`config.mk`:
```
export PLATFORM = sky130hd
export DESIGN_NAME = s2mm_packet_arbiter
export DESIGN_NICKNAME = d
export VERILOG_FILES = /design/src/rtl/s2mm_packet_arbiter.sv
export SDC_FILE = /design/constraint.sdc
export NUM_CORES = 1
export LEC_CHECK = 0
export CAP_MARGIN = 20
export CORE_ASPECT_RATIO = 1.1
export CORE_MARGIN = 5
export CORE_UTILIZATION = 34
export CTS_CLUSTER_DIAMETER = 30
export DETAILED_ROUTE_END_ITERATION = 8
export PLACE_DENSITY = 0.85
export SLEW_MARGIN = 10
export SYNTH_ARGS = -nofsm -noshare
export SYNTH_HDL_FRONTEND = slang
export SYNTH_SLANG_ARGS = --single-unit
```
`constraint.sdc`:
```
create_clock -name clk_in -period 1.7 [get_ports clk_in]
set_input_delay 0.34 -clock clk_in [delete_from_list [all_inputs] [get_ports clk_in]]
set_output_delay 0.34 -clock clk_in [all_outputs]
set_load 0.005 [all_outputs]
```
`src/rtl/s2mm_packet_arbiter.sv`:
```
// -----------------------------------------------------------------------------
// s2mm_packet_arbiter
//
// Packet-atomic round-robin arbiter that drains per-accelerator FWFT FIFOs
// into the S2MM AXI-Stream slave port of the MCDMA. A grant is held for a
// whole packet, so beats from different channels never interleave. tdest
// carries the channel index. A per-packet beat limit forces tlast (and flags
// it on tuser) when a producer never terminates its packet.
//
// Ports
//   clk_in, rst_n_in        clock, asynchronous active-low reset
//   SINK_AXIS_*             registered AXIS master toward the MCDMA
//                           (tkeep constant all ones, tuser = forced tlast)
//   fifo_data_in            FWFT head words, channel i at [i*FW +: FW]
//   fifo_not_empty_in       head word valid, per channel
//   fifo_last_in            head word is the last word of its packet
//   fifo_r_stb_out          pop strobe, one-hot or zero (combinational)
//   channel_mask_in         1 = channel may win a new grant
//   cur_chan_out            currently / last granted channel
//   pkt_trunc_out           one-cycle pulse with a beat whose tlast was forced
//   dbg_state_out           FSM state: 0 IDLE, 1 XFER
//
// Handshake: a beat transfers on a rising edge where tvalid=1 and tready=1.
// Once tvalid is raised, tdata/tdest/tlast/tuser/tvalid hold until that edge.
// A FIFO word is consumed on a rising edge where its fifo_r_stb_out bit is 1.
// -----------------------------------------------------------------------------
module s2mm_packet_arbiter #(
  parameter int AXIS_DATA_WIDTH = 32,
  parameter int FIFO_DATA_WIDTH = 32,
  parameter int AXIS_KEEP_WIDTH = AXIS_DATA_WIDTH / 8,
  parameter int AXIS_DEST_WIDTH = 4,
  parameter int NUM_CHANNELS    = 4,
  parameter int MAX_PKT_BEATS   = 1024
) (
  input  logic                                    clk_in,
  input  logic                                    rst_n_in,
  input  logic                                    SINK_AXIS_tready_in,
  output logic [AXIS_DATA_WIDTH-1:0]              SINK_AXIS_tdata_out,
  output logic [AXIS_DEST_WIDTH-1:0]              SINK_AXIS_tdest_out,
  output logic [AXIS_KEEP_WIDTH-1:0]              SINK_AXIS_tkeep_out,
  output logic                                    SINK_AXIS_tlast_out,
  output logic                                    SINK_AXIS_tuser_out,
  output logic                                    SINK_AXIS_tvalid_out,
  input  logic [FIFO_DATA_WIDTH*NUM_CHANNELS-1:0] fifo_data_in,
  input  logic [NUM_CHANNELS-1:0]                 fifo_not_empty_in,
  input  logic [NUM_CHANNELS-1:0]                 fifo_last_in,
  output logic [NUM_CHANNELS-1:0]                 fifo_r_stb_out,
  input  logic [NUM_CHANNELS-1:0]                 channel_mask_in,
  output logic [AXIS_DEST_WIDTH-1:0]              cur_chan_out,
  output logic                                    pkt_trunc_out,
  output logic [1:0]                              dbg_state_out
);

  localparam int GW  = (NUM_CHANNELS > 1) ? $clog2(NUM_CHANNELS) : 1;
  localparam int BCW = $clog2(MAX_PKT_BEATS + 1);

  localparam logic [GW-1:0]  LAST_CH       = GW'(NUM_CHANNELS - 1);
  localparam logic [BCW-1:0] BEAT_LIMIT_M1 = BCW'(MAX_PKT_BEATS - 1);

  typedef enum logic [1:0] {
    ST_IDLE = 2'd0,
    ST_XFER = 2'd1
  } state_t;

  state_t               state_q;
  state_t               state_d;
  logic [GW-1:0]        grant_q;
  logic [GW-1:0]        last_grant_q;
  logic [BCW-1:0]       beat_cnt_q;

  logic [AXIS_DATA_WIDTH-1:0] tdata_q;
  logic [AXIS_DEST_WIDTH-1:0] tdest_q;
  logic                       tlast_q;
  logic                       tuser_q;
  logic                       tvalid_q;
  logic                       trunc_q;

  logic [NUM_CHANNELS-1:0]    req;
  logic                       arb_found;
  logic [GW-1:0]              arb_idx;
  logic [GW-1:0]              cand;
  logic [FIFO_DATA_WIDTH-1:0] fifo_word [NUM_CHANNELS];

  logic head_valid;
  logic head_last;
  logic pop;
  logic limit_hit;
  logic forced_end;
  logic pkt_end;
  logic do_grant;

  // Unpack the flat FIFO data bus into one word per channel.
  for (genvar g = 0; g < NUM_CHANNELS; g++) begin : g_word
    assign fifo_word[g] = fifo_data_in[g*FIFO_DATA_WIDTH +: FIFO_DATA_WIDTH];
  end

  assign req = fifo_not_empty_in & channel_mask_in;

  // Round-robin search: first requester at or after last_grant+1, wrapping.
  always_comb begin
    arb_found = 1'b0;
    arb_idx   = '0;
    cand      = '0;
    for (int i = 1; i <= NUM_CHANNELS; i++) begin
      cand = GW'((int'(last_grant_q) + i) % NUM_CHANNELS);
      if (!arb_found && req[cand]) begin
        arb_found = 1'b1;
        arb_idx   = cand;
      end
    end
  end

  // Pop whenever the granted FIFO has a word and the output register is free
  // or draining this cycle.
  assign head_valid = fifo_not_empty_in[grant_q];
  assign head_last  = fifo_last_in[grant_q];
  assign pop        = (state_q == ST_XFER) && head_valid &&
                      (!tvalid_q || SINK_AXIS_tready_in);
  assign limit_hit  = (beat_cnt_q == BEAT_LIMIT_M1);
  assign forced_end = limit_hit && !head_last;
  assign pkt_end    = pop && (head_last || limit_hit);

  always_comb begin
    fifo_r_stb_out          = '0;
    fifo_r_stb_out[grant_q] = pop;
  end

  // FSM: state register
  always_ff @(posedge clk_in or negedge rst_n_in) begin
    if (!rst_n_in) begin
      state_q <= ST_IDLE;
    end else begin
      state_q <= state_d;
    end
  end

  // FSM: next state. IDLE is the single arbitration cycle between packets.
  always_comb begin
    state_d  = state_q;
    do_grant = 1'b0;
    case (state_q)
      ST_IDLE: begin
        if (arb_found) begin
          state_d  = ST_XFER;
          do_grant = 1'b1;
        end
      end
      ST_XFER: begin
        // An empty FIFO mid-packet keeps the grant; no timeout by design.
        if (pkt_end) begin
          state_d = ST_IDLE;
        end
      end
      default: state_d = ST_IDLE;
    endcase
  end

  // Grant bookkeeping and beat counter. The counter never passes
  // MAX_PKT_BEATS because the packet ends on the beat that reaches it.
  always_ff @(posedge clk_in or negedge rst_n_in) begin
    if (!rst_n_in) begin
      grant_q      <= '0;
      last_grant_q <= LAST_CH;
      beat_cnt_q   <= '0;
    end else begin
      if (do_grant) begin
        grant_q      <= arb_idx;
        last_grant_q <= arb_idx;
        beat_cnt_q   <= '0;
      end else if (pop) begin
        beat_cnt_q <= beat_cnt_q + BCW'(1);
      end
    end
  end

  // Registered AXIS output stage. Loads only on pop, which is only allowed
  // when the register is empty or being accepted, so a stalled beat holds.
  always_ff @(posedge clk_in or negedge rst_n_in) begin
    if (!rst_n_in) begin
      tdata_q  <= '0;
      tdest_q  <= '0;
      tlast_q  <= 1'b0;
      tuser_q  <= 1'b0;
      tvalid_q <= 1'b0;
      trunc_q  <= 1'b0;
    end else begin
      trunc_q <= 1'b0;
      if (pop) begin
        tdata_q  <= AXIS_DATA_WIDTH'(fifo_word[grant_q]);
        tdest_q  <= AXIS_DEST_WIDTH'(grant_q);
        tlast_q  <= head_last || limit_hit;
        tuser_q  <= forced_end;
        tvalid_q <= 1'b1;
        trunc_q  <= forced_end;
      end else if (SINK_AXIS_tready_in) begin
        tvalid_q <= 1'b0;
      end
    end
  end

  assign SINK_AXIS_tdata_out  = tdata_q;
  assign SINK_AXIS_tdest_out  = tdest_q;
  assign SINK_AXIS_tkeep_out  = '1;
  assign SINK_AXIS_tlast_out  = tlast_q;
  assign SINK_AXIS_tuser_out  = tuser_q;
  assign SINK_AXIS_tvalid_out = tvalid_q;
  assign pkt_trunc_out        = trunc_q;
  assign cur_chan_out         = AXIS_DEST_WIDTH'(grant_q);
  assign dbg_state_out        = state_q;

endmodule

```
==> results of run 1 <==
==> per-stage QoR <==
stage	instance area (sq um)	TNS [ps]	hold WS, ps
6_report	5970	-11900	16.2
5_1_grt	5970	-13960	27.2
4_1_cts	5800	-9270	22.0
3_5_place_dp	5380	-29060	361
3_3_place_gp	5380	-27210	361
2_1_floorplan	3320	-4490	44.4
==> final cells by class <==
class                      count  area (sq um)
clock inverter                 2          13.8
clock buffer                   6          72.6
sequential                    54          1360
tap                          117           146
multi-input combinational    168          1930
timing repair buffer         240          2440
fill                         694          3430
==> worst max path at each step <==
stage,slack (ps),cells past startpoint,from,end
detailed placement,-710,5,fifo_not_empty_in[2],fifo_r_stb_out[0]
CTS,-330,5,grant_q[1]$_DFFE_PN0P_,fifo_r_stb_out[2]
global route,-370,5,grant_q[1]$_DFFE_PN0P_,fifo_r_stb_out[2]
floorplan,-170,6,grant_q[1]$_DFFE_PN0P_,SINK_AXIS_tdata_out[0]$_DFFE_PN0P_
global placement,-670,5,fifo_not_empty_in[2],fifo_r_stb_out[2]
finish,-330,6,grant_q[1]$_DFFE_PN0P_,SINK_AXIS_tdata_out[19]$_DFFE_PN0P_
==> flip-flops by register name, indices dropped and copies added, names as in the netlist <==
signal and cells:
beat_cnt_q 11, pkt_trunc_out 1, last_grant_q 2, SINK_AXIS_tdest_out 2, dbg_state_out 1, grant_q 2, SINK_AXIS_tvalid_out 1, SINK_AXIS_tlast_out 1
SINK_AXIS_tdata_out 32, SINK_AXIS_tuser_out 1
==> synthesized netlist by cell type, drive strengths merged, types with 3 or more instances <==
cell	instances	share of area [%]
nand2	22	2.5
and3	5	0.96
mux2	32	14
mux2i	3	0.92
nand3	9	1.4
mux4	34	23
clkbuf	5	0.57
dfrtp	52	40
or3	3	0.57
a21oi	7	1.1
buf	19	4.6
o21ai	7	1.1
nor2	6	0.69
==> timing repair <==
item                       CTS  global route
setup endpoints to repair   49            55
gates resized for setup     54            27
gates cloned                 4             3
hold endpoints to repair     0             0
buffers inserted            15             9
pin swaps                    9             7
==> critical path, stage by stage, from the launching register on <==
cell and delay (ps):
dfrtp_2 400, mux4_2 580, buf_4 170, buf_6 120
and3_4 170, buf_12 160, mux2_4 310
==> logic make-up after synthesis <==
kind of cell,after synthesis,share of synthesized area (%)
muxes,69,38.3
and+or+nand+nor,56,8.39
DFF,54,41.5
AOI/OAI and AO/OA,29,5.86
buffers and inverters,24,5.13
other,2,0.230
adders and majority gates,1,0.383
xor gates and xnor gates,1,0.268
==> power groups by stage <==
stage | Sequential [mW] | Combinational (mW) | Clock [mW]
finish | 2.27 | 6.32 | 0.714
global placement | 2.24 | 4.79 | 0
global route | 2.34 | 6.70 | 0.802
floorplan | 2.22 | 2.97 | 0
CTS | 2.26 | 5.86 | 0.743
detailed placement | 2.27 | 4.95 | 0
==> metal layers <==
layer	global-route usage (%)	up-vias
met5	0	-
li1	-	1372
met4	5.44	0
met3	5.24	23
met1	22.6	1510
met2	37.1	142
==> qor.yml, run 1 <==
critical_path:
  startpoint_type: "flip-flop"
  endpoint_kind: "flip-flop"
  worstReg2RegStart: "grant_q[1]$_DFFE_PN0P_"
  worstReg2RegEnd: "SINK_AXIS_tdata_out[19]$_DFFE_PN0P_"
  arrival_ps: 2220
  rrSetupSlack_ps: -330
  cp.required_ps: 1890
  reg2regPathDepth: 6
  crit_fanout: 13
  crit_type: "flip-flop to flip-flop"
cts:
  cts_buffer_depth: 2
  cts.reportedPaths.clkPinSlew_ps: 100
  cts_max_level: 2
  clkLatencyLatePin_ps: 300
  cts_made_buffers: 5
  clkSinkCount: 54
  clock-root-buffer: "clkbuf_8"
  postCtsHoldBufs: 0
  cts_tree: "built"
power_and_ir_drop:
  netSwitchingPower_mw: 3.07
  p_int_mw: 6.23
  peakVddDrop_uv: 704
  switching_share_pct: 33.0
  pwr-share-clk_pct: 7.7
  p_per_area_nw_per_um2: 1560
  power.share.sequential_pct: 24.4
  power_frac_comb_pct: 67.9
  total_power_mw: 9.30
  power_leakage_nw: 2.51
synthesis:
  yosysUniqueCellTypes: 41
  synthArstFlopShare_pct: 100
  synth_cells: 236
  dominantRegCellSynth: "dfrtp_1"
  ys_seq_area_share_pct: 41.5
  synth_edf_count: 0
  ys_seq_elements: 54
  postSynthAreaPerCell_sq_um: 13.8
  ys_warn_count: 0
  syn-cell-area_sq_um: 3270
layout:
  finalNonFillerCells: 587
  drive_above_1_share_pct: 33.8
  area_delta_synth_final_pct: 82.7
  num_antenna_cells: 0
  final_common_cell: "clkdlybuf4s50_1"
  finalNetCount: 613
  finish.utilization_pct: 63.5
  final_cell_mix: "173 x clkdlybuf4s50_1, 49 x dfrtp_1, 34 x mux4_2, 34 x buf_4, 27 x mux2_4"
placement:
  port_buffers: 187
  place_ws_ps: -712
  placedCellCount: 550
  dp_hpwl_um: 8860
  routabilityCongestion: 0.784
sta:
  rsz0062_at_grt: "yes"
  layout_min_cycle_time_ps: 2030
  clock_skew_ps: 4.77
  fin_ws_ps: -329
  finalCritPeriodShare_pct: 119
  setup_viol: 53
  fmax_ghz: 0.493
  finalHoldViolCount: 0
  slew_violations: 0
route:
  avgRoutedWirePerCell_um: 21.3
  drc_errors: 0
  via_count: 3047
  via_per_inst: 5.19
  drt-initial-drc-count: 67
  met3WireLength_um: 1240
  route.layer.met1.wl_um: 4370
  totalWireLength_um: 12500
  first_pass_iters: 4
  ant_nets: 0
  met2WireLength_um: 6580
  top_layer: "met4"
die:
  initial_core_util_pct: 34.7
  coreArea_sq_um: 9400
  die_h_um: 113
  die_w_um: 103
  boundaryPins: 197
  rows: 37
  die_area_sq_um: 11700
global_routing:
  grt_usage_pct: 20.2
  grt_max_degree: 55
  antenna_found_initial: 0
  grt_pass1_vias: 3356
  grt_pass1_wl_um: 18100
  overflow: 0
run_status:
  violations: "negative setup slack"
  outcome: "finished, violations left"
hold_path:
  hold_class: "input pin to asynchronous set/reset pin"
run:
  cap_violations: 0
No activity file was read; power rests on OpenSTA's default activity.
==> run 2: changes to the inputs <==
CORE_MARGIN = 1.5   (was 5)
==> run 2 against run 1 <==
Net effect:
- the run still ends with negative setup slack left
- critical path depth down 1
- clock skew rose by 2.7 ps
- largest cell class unchanged
- highest routed layer is now met5
- setup slack improved by 100 ps
- flip-flop and latch count is the same
- global-route usage is 0.57 points higher
- wire length down 9.3%
- non-clock buffer count decreased by 11
- clock-buffer cell count is 1 higher
==> qor.yml, run 2 (same netlist as run 1, synthesis figures left out) <==
run_status:
  outcome: "finished, violations left"
  violations: "negative setup slack"
layout:
  largest_reg_flops: 32  # unchanged
  drive_above_1_share_pct: 31.8  # -2.0 points
  multiInputGateArea_sq_um: 1910  # -1.4%
  regArea_sq_um: 1360  # about the same
  finalNetCount: 600  # -2.1%
  finalNonFillerCells: 573  # -2.4%
  design_area_sq_um: 5890  # -1.3%
  num_antenna_cells: 0  # unchanged
  final_cell_mix: "175 x clkdlybuf4s50_1, 50 x dfrtp_1, 34 x mux4_2"
  fillers: 709  # +2.2%
  final_common_cell: "clkdlybuf4s50_1"
  area_delta_synth_final_pct: 80.4
sta:
  rsz0062_at_grt: "yes"
  slew_violations: 0  # unchanged
  fmax_ghz: 0.519  # +5.3%
  fin_ws_ps: -227  # +102 ps
  layout_min_cycle_time_ps: 1930  # -102 ps
  clock_skew_ps: 7.52  # +2.75 ps
  finalHoldViolCount: 0  # unchanged
  finalCritPeriodShare_pct: 113  # -6.0 points
  setup_viol: 42  # -21%
  hold_ws_ps: 16.1  # -0.0798 ps
route:
  drt-initial-drc-count: 79  # +18%
  first_pass_iters: 4  # unchanged
  drc_errors: 0  # unchanged
  totalWireLength_um: 11300  # -9.3%
  avgRoutedWirePerCell_um: 19.8  # -7.1%
  ant_nets: 0  # unchanged
  via_per_inst: 5.23  # +0.83%
  via_count: 2999  # -1.6%
global_routing:
  grt_max_degree: 55  # unchanged
  grt_pass1_wl_um: 15900  # -12%
  grt_usage_pct: 20.8  # +0.57 points
  antenna_found_initial: 2  # +2
  grt_pass1_vias: 3171  # -5.5%
  overflow: 0  # unchanged
critical_path:
  endpoint_kind: "flip-flop"
  cp.required_ps: 1900  # about the same
  arrival_ps: 2120  # -100 ps
  cp_num_buf_inv: 2  # -1
  crit_slowest_cell: "mux4_2"
  critical-path-top-delay-family: "multiplexers"
  rrSetupSlack_ps: -230  # +100 ps
  crit_type: "flip-flop to flip-flop"
  crit_fanout: 5  # -8
  path_cells: "mux4_2 -> buf_6 -> and3_4 -> clkbuf_16 -> mux2_4"
  max_stage_delay_ps: 570  # about the same
  startpoint_type: "flip-flop"
cts:
  cts_made_buffers: 5  # unchanged
  cts_tree: "built"
  cts_max_level: 2  # unchanged
  clock-root-buffer: "clkbuf_8"
  cts_buffer_depth: 2  # unchanged
  clkLatencyLatePin_ps: 300  # about the same
  cts.reportedPaths.clkPinSlew_ps: 90  # about the same
  clkSinkCount: 54  # unchanged
die:
  boundaryPins: 197  # unchanged
  die_h_um: 106  # -6.2%
  die_area_sq_um: 10200  # -13%
  rows: 37  # unchanged
  coreArea_sq_um: 9350  # -0.49%
  die_w_um: 96.4  # -6.8%
  initial_core_util_pct: 34.9  # +0.17 points
placement:
  post_dp_cell_area_sq_um: 5420  # +0.74%
  place_ws_ps: -709  # +2.72 ps
  port_buffers: 187  # unchanged
  routabilityCongestion: 0.782  # -0.17%
  placedCellCount: 552  # +0.36%
  dp_hpwl_um: 8330  # -6.0%
power_and_ir_drop:
  power_leakage_nw: 2.44  # -2.7%
  p_per_area_nw_per_um2: 1540  # -1.2%
  total_power_mw: 9.08  # -2.4%
  peakVddDrop_uv: 989  # +41%
hold_path:
  hold_class: "input pin to asynchronous set/reset pin"
run:
  cap_violations: 0  # unchanged
-- run 2: changes by cell type in the layout (fill, tap and decap cells not counted), moves of 2 or more --
cell / previous run / this run
buf_12: 7 / 5
buf_4: 34 / 18
o21ai_0: 3 / 6
mux2_2: 5 / 7
buf_6: 6 / 11
mux2_4: 27 / 25
a21oi_1: 6 / 4
clkdlybuf4s50_1: 173 / 175
clkbuf_16: 1 / 3
a21oi_2: 1 / 3
o21ai_1: 4 / 0
and3_4: 4 / 2
-- run 2: per-layer routing --
metal	wire length (um)	GRT usage, %	up-vias
met1	4180	22.7	1503
met3	967	5.70	19
li1	-	-	1334
met4	156	4.97	4
met5	26	0	-
met2	6010	38.6	139
-- run 2: power by group --
| part | switching [mW] | internal, mW |
|---|---|---|
| clock | 0.407 | 0.285 |
| combinational | 2.11 | 3.99 |
| sequential | 0.409 | 1.87 |
-- run 2: worst paths after layout --
check,depth (start not counted),startpoint,end
min in group clk_in,2,SINK_AXIS_tlast_out$_DFFE_PN0P_,SINK_AXIS_tlast_out$_DFFE_PN0P_
worst max register to register,5,grant_q[1]$_DFFE_PN0P_,SINK_AXIS_tdata_out[30]$_DFFE_PN0P_
worst min-delay path,2,rst_n_in,SINK_AXIS_tdata_out[8]$_DFFE_PN0P_
max in group asynchronous,2,rst_n_in,last_grant_q[1]$_DFFE_PN1P_
worst min register to register,2,SINK_AXIS_tlast_out$_DFFE_PN0P_,SINK_AXIS_tlast_out$_DFFE_PN0P_
worst max-delay path,5,grant_q[1]$_DFFE_PN0P_,SINK_AXIS_tdata_out[30]$_DFFE_PN0P_
-- run 2: through the flow --
step	util, %	TNS (ps)
global placement	57.9	-24320
finish	63.0	-7090
floorplan	-	-4490
CTS	60.8	-6670
global route	63.0	-9230
detailed placement	57.9	-26330
-- run 2: final cells by class --
type                       instances  share of cell area [%]
timing repair buffer             229                    40.8
multi-input combinational        166                    32.3
sequential                        54                    23.0
tap                              117                    2.49
clock buffer                       7                    1.30
-- run 2: repair_timing --
action | 4_1_cts | 5_1_grt
buffers inserted | 5 | 2
pin swaps | 5 | 6
endpoints found under the setup margin | 52 | 52
resized for setup | 36 | 30
cloned | 2 | 5
hold buffers | 0 | 0
